File: src/rtl/alu_seq.sv
// Sequential ALU: single-cycle logic/arith ops plus iterative shift-add MUL and
// restoring DIV, with valid/ready handshakes on both the operand and result sides.
module alu_seq #(
  parameter int WIDTH     = 4,
  parameter bit MULDIV_EN = 1'b1
) (
  input  logic                 clk,
  input  logic                 res,
  input  logic                 in_valid,
  output logic                 in_ready,
  input  logic [WIDTH-1:0]     A,
  input  logic [WIDTH-1:0]     B,
  input  logic [4:0]           select,
  output logic                 out_valid,
  input  logic                 out_ready,
  output logic [2*WIDTH-1:0]   out,
  output logic                 zero,
  output logic                 carry,
  output logic                 neg,
  output logic                 ovf,
  output logic                 err
);

  localparam int SHW = $clog2(WIDTH);
  localparam int CW  = $clog2(WIDTH);

  typedef enum logic [1:0] {S_IDLE, S_BUSY, S_DONE} state_t;
  typedef enum logic [4:0] {
    OP_NOP = 5'd0,  OP_ADD = 5'd1,  OP_SUB = 5'd2,  OP_AND = 5'd3,
    OP_OR  = 5'd4,  OP_XOR = 5'd5,  OP_NOT = 5'd6,  OP_SHL = 5'd7,
    OP_SHR = 5'd8,  OP_SAR = 5'd9,  OP_ROL = 5'd10, OP_ROR = 5'd11,
    OP_MUL = 5'd12, OP_DIV = 5'd13, OP_CMP = 5'd14, OP_INC = 5'd15
  } op_e;

  state_t                r_state, w_state_nxt;
  logic [2*WIDTH-1:0]    r_p;        // MUL: {acc, multiplier}; DIV: {remainder, quotient}
  logic [WIDTH-1:0]      r_opnd;     // multiplicand or divisor
  logic                  r_is_div;
  logic [CW-1:0]         r_cnt;

  logic [SHW-1:0]        w_sh;
  logic [SHW:0]          w_shc;
  logic [WIDTH:0]        w_sum, w_diff, w_inc;
  logic [WIDTH-1:0]      w_lo;
  logic [2*WIDTH-1:0]    w_res;
  logic                  w_c, w_v, w_err, w_start_md;
  logic                  w_last;
  logic [WIDTH:0]        w_msum, w_rsh, w_trial;
  logic [2*WIDTH-1:0]    w_p_nxt;

  assign w_sh   = B[SHW-1:0];
  assign w_shc  = (SHW+1)'(WIDTH) - {1'b0, w_sh};
  assign w_sum  = {1'b0, A} + {1'b0, B};
  assign w_diff = {1'b0, A} - {1'b0, B};
  assign w_inc  = {1'b0, A} + (WIDTH+1)'(1);
  assign w_last = (r_cnt == CW'(WIDTH-1));

  // NOTE: every always_comb output gets a default first so no path can infer a latch.
  always_comb begin
    w_lo       = '0;
    w_c        = 1'b0;
    w_v        = 1'b0;
    w_err      = 1'b0;
    w_start_md = 1'b0;
    case (select)
      OP_NOP: w_lo = '0;
      OP_ADD: begin
        w_lo = w_sum[WIDTH-1:0];
        w_c  = w_sum[WIDTH];
        w_v  = (A[WIDTH-1] == B[WIDTH-1]) && (w_sum[WIDTH-1] != A[WIDTH-1]);
      end
      OP_SUB: begin
        w_lo = w_diff[WIDTH-1:0];
        w_c  = w_diff[WIDTH];
        w_v  = (A[WIDTH-1] != B[WIDTH-1]) && (w_diff[WIDTH-1] != A[WIDTH-1]);
      end
      OP_AND: w_lo = A & B;
      OP_OR:  w_lo = A | B;
      OP_XOR: w_lo = A ^ B;
      OP_NOT: w_lo = ~A;
      OP_SHL: w_lo = A << w_sh;
      OP_SHR: w_lo = A >> w_sh;
      OP_SAR: w_lo = $unsigned($signed(A) >>> w_sh);
      OP_ROL: w_lo = (A << w_sh) | (A >> w_shc);
      OP_ROR: w_lo = (A >> w_sh) | (A << w_shc);
      OP_MUL, OP_DIV: begin
        if (MULDIV_EN) w_start_md = 1'b1;
        else           w_err      = 1'b1;
      end
      OP_CMP: w_lo = '0;
      OP_INC: begin
        w_lo = w_inc[WIDTH-1:0];
        w_c  = w_inc[WIDTH];
        w_v  = ~A[WIDTH-1] & w_inc[WIDTH-1];
      end
      default: w_err = 1'b1;
    endcase
    w_res = {{WIDTH{1'b0}}, w_lo};
    if (select == OP_CMP)
      w_res = {{(2*WIDTH-3){1'b0}}, (A > B), (A == B), (A < B)};
  end

  // One MUL or DIV iteration on the shared product/remainder register.
  always_comb begin
    w_msum  = {1'b0, r_p[2*WIDTH-1:WIDTH]} + (r_p[0] ? {1'b0, r_opnd} : '0);
    w_rsh   = r_p[2*WIDTH-1:WIDTH-1];
    w_trial = w_rsh - {1'b0, r_opnd};
    if (!r_is_div)
      w_p_nxt = {w_msum, r_p[WIDTH-1:1]};
    else if (!w_trial[WIDTH])
      w_p_nxt = {w_trial[WIDTH-1:0], r_p[WIDTH-2:0], 1'b1};
    else
      w_p_nxt = {w_rsh[WIDTH-1:0], r_p[WIDTH-2:0], 1'b0};
  end

  always_comb begin
    w_state_nxt = r_state;
    in_ready    = 1'b0;
    out_valid   = 1'b0;
    case (r_state)
      S_IDLE: begin
        in_ready = 1'b1;
        if (in_valid) w_state_nxt = w_start_md ? S_BUSY : S_DONE;
      end
      S_BUSY: if (w_last) w_state_nxt = S_DONE;
      S_DONE: begin
        out_valid = 1'b1;
        if (out_ready) w_state_nxt = S_IDLE;
      end
      default: w_state_nxt = S_IDLE;
    endcase
  end

  // NOTE: sequential state uses non-blocking assignments so all registers update together.
  always_ff @(posedge clk) begin
    // NOTE: the synchronous reset clears every register, including the iteration datapath.
    if (!res) begin
      r_state  <= S_IDLE;
      r_p      <= '0;
      r_opnd   <= '0;
      r_is_div <= 1'b0;
      r_cnt    <= '0;
      out      <= '0;
      zero     <= 1'b0;
      carry    <= 1'b0;
      neg      <= 1'b0;
      ovf      <= 1'b0;
      err      <= 1'b0;
    end else begin
      r_state <= w_state_nxt;
      case (r_state)
        S_IDLE: if (in_valid) begin
          if (w_start_md) begin
            r_p      <= {{WIDTH{1'b0}}, (select[0] ? A : B)};
            r_opnd   <= select[0] ? B : A;
            r_is_div <= select[0];
            r_cnt    <= '0;
          end else begin
            out   <= w_res;
            zero  <= (w_res == '0);
            carry <= w_c;
            neg   <= w_res[WIDTH-1];
            ovf   <= w_v;
            err   <= w_err;
          end
        end
        S_BUSY: begin
          r_p   <= w_p_nxt;
          r_cnt <= r_cnt + CW'(1);
          if (w_last) begin
            out   <= w_p_nxt;
            zero  <= (w_p_nxt == '0);
            carry <= 1'b0;
            ovf   <= 1'b0;
            neg   <= r_is_div ? w_p_nxt[WIDTH-1] : w_p_nxt[2*WIDTH-1];
            err   <= r_is_div && (r_opnd == '0);
          end
        end
        default: ;
      endcase
    end
  end

endmodule

File: config.mk
export PLATFORM = sky130hd
export DESIGN_NAME = alu_seq
export DESIGN_NICKNAME = d
export VERILOG_FILES = /design/src/rtl/alu_seq.sv
export SDC_FILE = /design/constraint.sdc
export NUM_CORES = 1
export LEC_CHECK = 0
export BUFFER_PORTS_ARGS = -buffer_cell sky130_fd_sc_hd__buf_2
export CAP_MARGIN = 10
export CORE_UTILIZATION = 25
export DETAILED_ROUTE_END_ITERATION = 10
export SETUP_SLACK_MARGIN = 0.2
export SYNTH_ARGS = -nofsm -noshare
export SYNTH_HDL_FRONTEND = slang
export SYNTH_SLANG_ARGS = --single-unit
File: constraint.sdc
create_clock -name clk -period 6.25 [get_ports clk]
set_input_delay 0.3125 -clock clk [delete_from_list [all_inputs] [get_ports clk]]
set_output_delay 0.3125 -clock clk [all_outputs]
set_load 0.05 [all_outputs]
# Word level (Yosys, flattened, before mapping)
# Index checks and enable logic that the tools add are counted.
# W data, S select, Z words.
dict set report classes {
  addsub 7
  mul 0
  div_mod_pow 0
  order_cmp 2
  n_eq_ne 28
  shifts 5
  n_mux 48
  n_bitwise 8
  reduce_logical 15
}
# operator count
set op_table {}
lappend op_table {{$mux W8} 7}
lappend op_table {{$pmux W4 S12} 1}
lappend op_table {{$eq A5 B4 Y1 const B} 8}
lappend op_table {{$pmux W8 S2} 2}
lappend op_table {{$eq A5 B3 Y1 const B} 4}
lappend op_table {{$mux W1} 19}
lappend op_table {{$logic_not A8 Y1} 2}
lappend op_table {{$mux W4} 4}
lappend op_table {{$reduce_or A16 Y1} 1}
lappend op_table {{$mux W2} 6}
lappend op_table {{$or A4 B4 Y4} 3}
lappend op_table {{$add A4 B4 Y5} 2}
lappend op_table {{$eq A5 B2 Y1 const B} 2}
lappend op_table {{$ne A2 B2 Y1 const B} 5}
lappend op_table {{$pmux W1 S2} 5}
lappend op_table {{$reduce_and A3 Y1} 3}
lappend op_table {{$pmux W1 S3} 2}
lappend op_table {{$pmux W2 S3} 1}
lappend op_table {{$add A4 B1 Y5 const B} 1}
lappend op_table {{$eq A5 B1 Y1 const B} 1}
lappend op_table {{$logic_not A5 Y1} 1}
lappend op_table {{$sub A4 B4 Y5} 1}
lappend op_table {{$sub A5 B4 Y5} 1}
lappend op_table {{$and A4 B4 Y4} 1}
lappend op_table {{25 further kinds} 30}
dict set report word_totals {
  register_bits 30
  latchBits 0
  ram_bits 0
  rom_bits 0
  output_inout_bits 15
  elab_cells 124
  n_memories 0
}

# Longest topological paths before layout
dict set report depth {
  depth_word 9
  ltp_mapped 11
}

# Least setup slack after synthesis
# OpenSTA, ideal clock, no wires.
dict set report synth_timing {
  path_kind {input to register}
  startpoint {in A[2]}
  endpoint {reg zero}
  setup_time_ns 0.075
  arrival_time_ns 2.801
  setup_slack_ns 3.375
  cell_stages 9
  path_cell_list {clkbuf_1 -> inv_1 -> ha_1 -> or4_1 -> nand4_1 -> nand4_1 -> or4_1 -> or4_1 -> a31oi_1}
}
dict set report synth_between {
  elab_chain_len 8
  elab_cells_between_ends 23
  classes_between {3 x add/sub; 2 x order compare; 1 x eq/ne; 5 x shift; 5 x mux; 6 x bitwise; 1 x reduce/logical}
}
# item line
set synth_rtl {}
lappend synth_rtl {{from (decl)} 11} ;# input logic [WIDTH-1:0] A,
lappend synth_rtl {{$shl A4 B3 Y4, or another cell as far along} 85} ;# OP_ROR: w_lo = (A >> w_sh) | (A << w_shc);
lappend synth_rtl {{$or A4 B4 Y4 (on tied branches)} {85, 84}}
lappend synth_rtl {{$pmux W4 S12} 65} ;# case (select)
lappend synth_rtl {{$mux W4 (*)} 99} ;# if (select == OP_CMP)
lappend synth_rtl {{$logic_not A8 Y1 (*)} 160} ;# zero <= (w_res == '0);
lappend synth_rtl {{$mux W1 (*)} 153} ;# if (w_start_md) begin
lappend synth_rtl {{$mux W1 (*)} 152} ;# S_IDLE: if (in_valid) begin
lappend synth_rtl {{$pmux W1 S2 (*)} 151} ;# case (r_state)
lappend synth_rtl {{to (signal assigned)} 160}
lappend synth_rtl {{to (signal assigned)} 172} ;# zero <= (w_p_nxt == '0);
lappend synth_rtl {{to (decl)} 17} ;# output logic zero,
# Every way passes the cells marked *; elsewhere a longest branch is shown, timed or not. The select of a mux whose other input is x is not followed.
# A chain may end at the register's enable or synchronous reset.

# Worst setup path after layout
dict set report layout_timing {
  startpoint {in B[1]}
  endpoint {reg zero}
}
dict set report layout_between {
  elab_chain_len 9
  elab_cells_between_ends 22
  classes_between {3 x add/sub; 2 x order compare; 1 x eq/ne; 5 x shift; 5 x mux; 5 x bitwise; 1 x reduce/logical}
}
# item line
set layout_rtl {}
lappend layout_rtl {{from (decl)} 12} ;# input logic [WIDTH-1:0] B,
lappend layout_rtl {{$sub A3 B2 Y3} 52} ;# assign w_shc = (SHW+1)'(WIDTH) - {1'b0, w_sh};
lappend layout_rtl {{$shl A4 B3 Y4 / $shr A4 B3 Y4 (equally long branches)} {85, 84}}
lappend layout_rtl {{$or A4 B4 Y4 (on tied branches)} {85, 84}}
lappend layout_rtl {{$pmux W4 S12} 65}
lappend layout_rtl {{$mux W4 (*)} 99}
lappend layout_rtl {{$logic_not A8 Y1 (*)} 160}
lappend layout_rtl {{$mux W1 (*)} 153}
lappend layout_rtl {{$mux W1 (*)} 152}
lappend layout_rtl {{$pmux W1 S2 (*)} 151}
# Marks and branches as above.

==> run_results.csv <==
group,metric,value,unit
yosys,synth_fp_nets,468,
placed_design,placement.io_buffers,31,
critical_path,worstReg2RegStart,"r_p[3]",
critical_path,critical_path.reg2reg.endpoint,"zero",
min_path,holdCritPathClass,"input pin to register",
yosys,ys_seq_area_frac,0.193,
layout,area_used_by_multi_input_combinational_logic,2300,um^2
routing,routed-via-count,3169,
power,irDropWorstVdd,0.0824,mV
critical_path,worst_path_max_delay_cell,"sky130_fd_sc_hd__or4_1",
layout,layout.core_utilization,0.293,
critical_path,cp.arrival,3.37,ns
critical_path,startpoint_type,"input pin",
floorplanning,core-area,12100,um^2
floorplanning,die_h,114,um
layout,antennaDiodeCount,0,
yosys,synthDistinctLibCells,62,
yosys,synth-xor-area-share,0.0225,
yosys,synth_compound_gate_area_share,0.254,
sta,worst_slew_pin_slew,1.01,ns
critical_path,timing.critical_path.buf_inv,2,
layout,fill_cells,1314,
sta,drv_slew,0,
run,max_cap_viol_count,0,
global_routing,grt_remaining_overflow,0,
yosys,synth-adder-area-share,0.134,
yosys,synthSimpleGateAreaFrac,0.253,
routing,drt_first_iter_violations,287,
layout,post_route_cells_drive_above_1_share,0.115,
layout,synthToLayoutAreaGrowth,13.3,%
floorplanning,boundary_pins,32,
critical_path,critPathMaxFanout,15,
critical_path,delay_of_the_slowest_cell_on_the_worst_path,0.57,ns
critical_path,critical_path.most_common_cell,"sky130_fd_sc_hd__or4_1",
global_routing,initial_antenna_violation_count,0,
power,power_leakage,1.49,nW
layout,sequential_cell_area,601,um^2
critical_path,timing.critical_path.max_delay_family,"simple AND/OR/NAND/NOR gates",
floorplanning,initial_core_util,0.259,
cts,hold_bufs_at_cts,0,
cts,clock_tree.root_cell,"sky130_fd_sc_hd__clkbuf_16",
sta,total_negative_slack,0,ns
yosys,dominant_combinational_cell_family_by_area_after_synthesis,"compound AO/OA/AOI/OAI gates",
routing,wl,9580,um
cts,clkSinkCount,30,
sta,count_of_endpoints_failing_setup_in_the_final_report,0,
cts,cts-root-to-sink-buffers,2,
yosys,yosys_warnings,0,
cts,worst_skew_late_latency,0.28,ns
cts,cts_made_buffers,5,
routing,wl_per_cell,15.9,um
critical_path,timing.critical_path.depth,9,
yosys,syn-cell-area,3120,um^2
floorplanning,die_w,114,um
min_path,hold-path-endpoint,"r_state[1]",
yosys,synth-edff-count,0,
critical_path,critPathCaptureType,"register",
critical_path,worstPathCellList,"buf_2 > clkinv_1 > ha_1 > or4_1 > nand4_1 > nand4_1 > or4_1 > or4_1 > a31oi_1",
sta,final.setup_skew,0.00538,ns
global_routing,largest_net_degree_at_the_start_of_global_routing,30,
routing,antenna_violating_nets_left,0,
floorplanning,design.die.area,12900,um^2
yosys,synthesis.area_per_instance,7.42,um^2
cts,clock_pin_slew_of_the_registers_on_the_worst_case_setup_and_hold_paths,0.05,ns
critical_path,worst-r2r-setup-slack,3.14,ns
global_routing,grt_pass1_vias,2902,
cts,cts.repair.resized,0,
run_status,status,"completed",
yosys,synth.area.mux_share,0.0726,
sta,rsz0062_at_grt,"no",
cts,ctsHtreeMaxLevel,2,
critical_path,timing_worst_setup_path_type,"input pin to register",
routing,drt_first_pass_iters,5,
placed_design,post-dp-hpwl,7390,um
placed_design,gp_congestion,0.965,
sta,hold_viol_final,0,
routing,drc_errors,0,
critical_path,worstPathRequired,6.43,ns
yosys,ys.flop_type,"sky130_fd_sc_hd__dfxtp_1",
min_path,hold_start,"out_ready",
yosys,syn_inst,420,
sta,maxSlewHeadroom,0.328,
floorplanning,rows,40,
layout,design.final.nets,483,
min_path,hold_path_depth,3,
routing,drt-vias-per-instance,5.25,
power,powerDensity,169,nW/um^2
yosys,asyncSetResetFlopFracSynth,0,
sta,post-route-period-util,0.510,
cts,tritoncts,"yes",
yosys,ys_ff_latch,30,
sta,maxClockFrequency,313,MHz
global_routing,first_pass_grt_wire_length,15600,um
cts,cts_setup_buffers,0,
sta,final_period_minus_worst_setup_slack,3.19,ns
critical_path,rr_worst_depth,11,
global_routing,grt_util_all_layers,0.152,
-- layout make-up --
cell class | instances | area share
sequential | 30 | 0.170
clock inverter | 2 | 0.00354
inverter | 30 | 0.0319
timing repair buffer | 32 | 0.0460
clock buffer | 6 | 0.0393
multi-input combinational | 336 | 0.650
tap | 168 | 0.0595
-- cells by family (layout without fill, tap and decap cells) --
family	count (synthesis)	count (layout)
AO/OA/AOI/OAI	118	118
XOR/XNOR	8	8
adder cells (fa/ha/maj)	31	31
buffers and inverters	54	70
flip-flops	30	30
multiplexers	21	21
AND/OR/NAND/NOR	158	158
-- placed cells by master, fill, tap and decap left out, drive strengths merged, types with 4 or more instances in the layout --
| cell type | netlist | routed |
|---|---|---|
| a22oi | 6 | 6 |
| inv | 28 | 28 |
| xnor2 | 8 | 8 |
| a21o | 6 | 6 |
| fa | 4 | 4 |
| nor4 | 6 | 6 |
| nand4 | 4 | 4 |
| buf | 11 | 32 |
| nor2b | 10 | 10 |
| a211oi | 8 | 8 |
| a21oi | 36 | 36 |
| mux2i | 17 | 17 |
| o21ai | 24 | 24 |
| nand3 | 14 | 14 |
| dfxtp | 30 | 30 |
| clkbuf | 13 | 6 |
| nand2 | 36 | 36 |
| nand2b | 6 | 6 |
| nor2 | 45 | 45 |
| o211a | 4 | 4 |
| and2 | 6 | 6 |
| ha | 27 | 27 |
| o211ai | 7 | 7 |
| nor3 | 11 | 11 |
| or3 | 4 | 4 |
-- synthesized netlist by cell type, types with 3 or more instances --
master                      number  share of area
sky130_fd_sc_hd__nor2_1         45          0.054
sky130_fd_sc_hd__a21oi_1        36          0.058
sky130_fd_sc_hd__nand2_1        36          0.043
sky130_fd_sc_hd__dfxtp_1        30           0.19
sky130_fd_sc_hd__ha_1           27           0.11
sky130_fd_sc_hd__inv_1          27          0.033
sky130_fd_sc_hd__o21ai_0        23          0.037
sky130_fd_sc_hd__mux2i_1        17          0.055
sky130_fd_sc_hd__nand3_1        14          0.022
sky130_fd_sc_hd__clkbuf_1       13          0.016
sky130_fd_sc_hd__nor3_1         11          0.018
sky130_fd_sc_hd__nor2b_1        10          0.020
sky130_fd_sc_hd__a211oi_1        8          0.019
sky130_fd_sc_hd__xnor2_1         8          0.022
sky130_fd_sc_hd__o211ai_1        7          0.017
sky130_fd_sc_hd__a21o_1          6          0.014
sky130_fd_sc_hd__a22oi_1         6          0.014
sky130_fd_sc_hd__and2_1          6          0.012
sky130_fd_sc_hd__buf_2           6         0.0096
sky130_fd_sc_hd__nand2b_1        6          0.012
sky130_fd_sc_hd__nor4_1          5          0.010
sky130_fd_sc_hd__fa_1            4          0.026
sky130_fd_sc_hd__nand4_1         4         0.0080
sky130_fd_sc_hd__o211a_1         4          0.013
sky130_fd_sc_hd__or3_1           4         0.0080
sky130_fd_sc_hd__a32o_1          3         0.0096
sky130_fd_sc_hd__a32oi_1         3         0.0084
sky130_fd_sc_hd__buf_1           3         0.0036
sky130_fd_sc_hd__mux2_2          3          0.011
sky130_fd_sc_hd__nand3b_1        3         0.0072
sky130_fd_sc_hd__o2111ai_1       3         0.0084
sky130_fd_sc_hd__or4_1           3         0.0072
-- registers in the layout (all words and copies together), names as in the netlist --
| signal | cells |
|---|---|
| ovf | 1 |
| r_is_div | 1 |
| r_cnt | 2 |
| neg | 1 |
| carry | 1 |
| r_p | 8 |
| zero | 1 |
| r_state | 2 |
| out | 8 |
| err | 1 |
| r_opnd | 4 |
-- routing by layer --
layer  wire length (um)  vias up  global-route usage
li1                   -     1549                   -
met1               4520     1494               0.216
met2               4280      106               0.234
met3                521       20              0.0133
met4                261        0              0.0623
met5                  0        -                   0
-- power breakdown --
| part | switching [W] | internal (W) | total (W) |
|---|---|---|---|
| clock network | 0.0000840 | 0.000157 | 0.000241 |
| logic | 0.000104 | 0.0000502 | 0.000155 |
| registers | 0.00000394 | 0.000196 | 0.000200 |
-- worst reg2reg max path, cell delays in order, from the launching register on --
cell and delay, ns:
sky130_fd_sc_hd__dfxtp_1 0.34, sky130_fd_sc_hd__inv_1 0.08, sky130_fd_sc_hd__ha_1 0.15, sky130_fd_sc_hd__inv_1 0.06
sky130_fd_sc_hd__fa_1 0.43, sky130_fd_sc_hd__a211oi_1 0.30, sky130_fd_sc_hd__nor3b_1 0.12, sky130_fd_sc_hd__nor2_1 0.36
sky130_fd_sc_hd__mux2_2 0.40, sky130_fd_sc_hd__o21ai_0 0.14, sky130_fd_sc_hd__or3b_2 0.47, sky130_fd_sc_hd__a31oi_1 0.17
-- metrics by stage --
step           setup WS [ns]  instance area, um^2  total power [W]  hold WS [ns]  cells
6_report                3.06                 3530         0.000596         0.298    604
5_1_grt                 2.82                 3530         0.000622         0.304    604
4_1_cts                 3.06                 3530         0.000597         0.300    604
3_5_place_dp            2.78                 3380         0.000356         0.450    596
3_3_place_gp            2.84                 3380         0.000357         0.442    596
2_1_floorplan           3.37                 3120         0.000313         0.434    420
-- worst max-delay path by stage --
stage / start / endpoint / slack (ns)
detailed placement: B[1] / zero / 2.78
finish: B[1] / zero / 3.06
global route: B[1] / zero / 2.82
global placement: B[1] / zero / 2.84
CTS: B[1] / zero / 3.06
floorplan: A[2] / zero / 3.37
(Power assumes the default switching activity.)
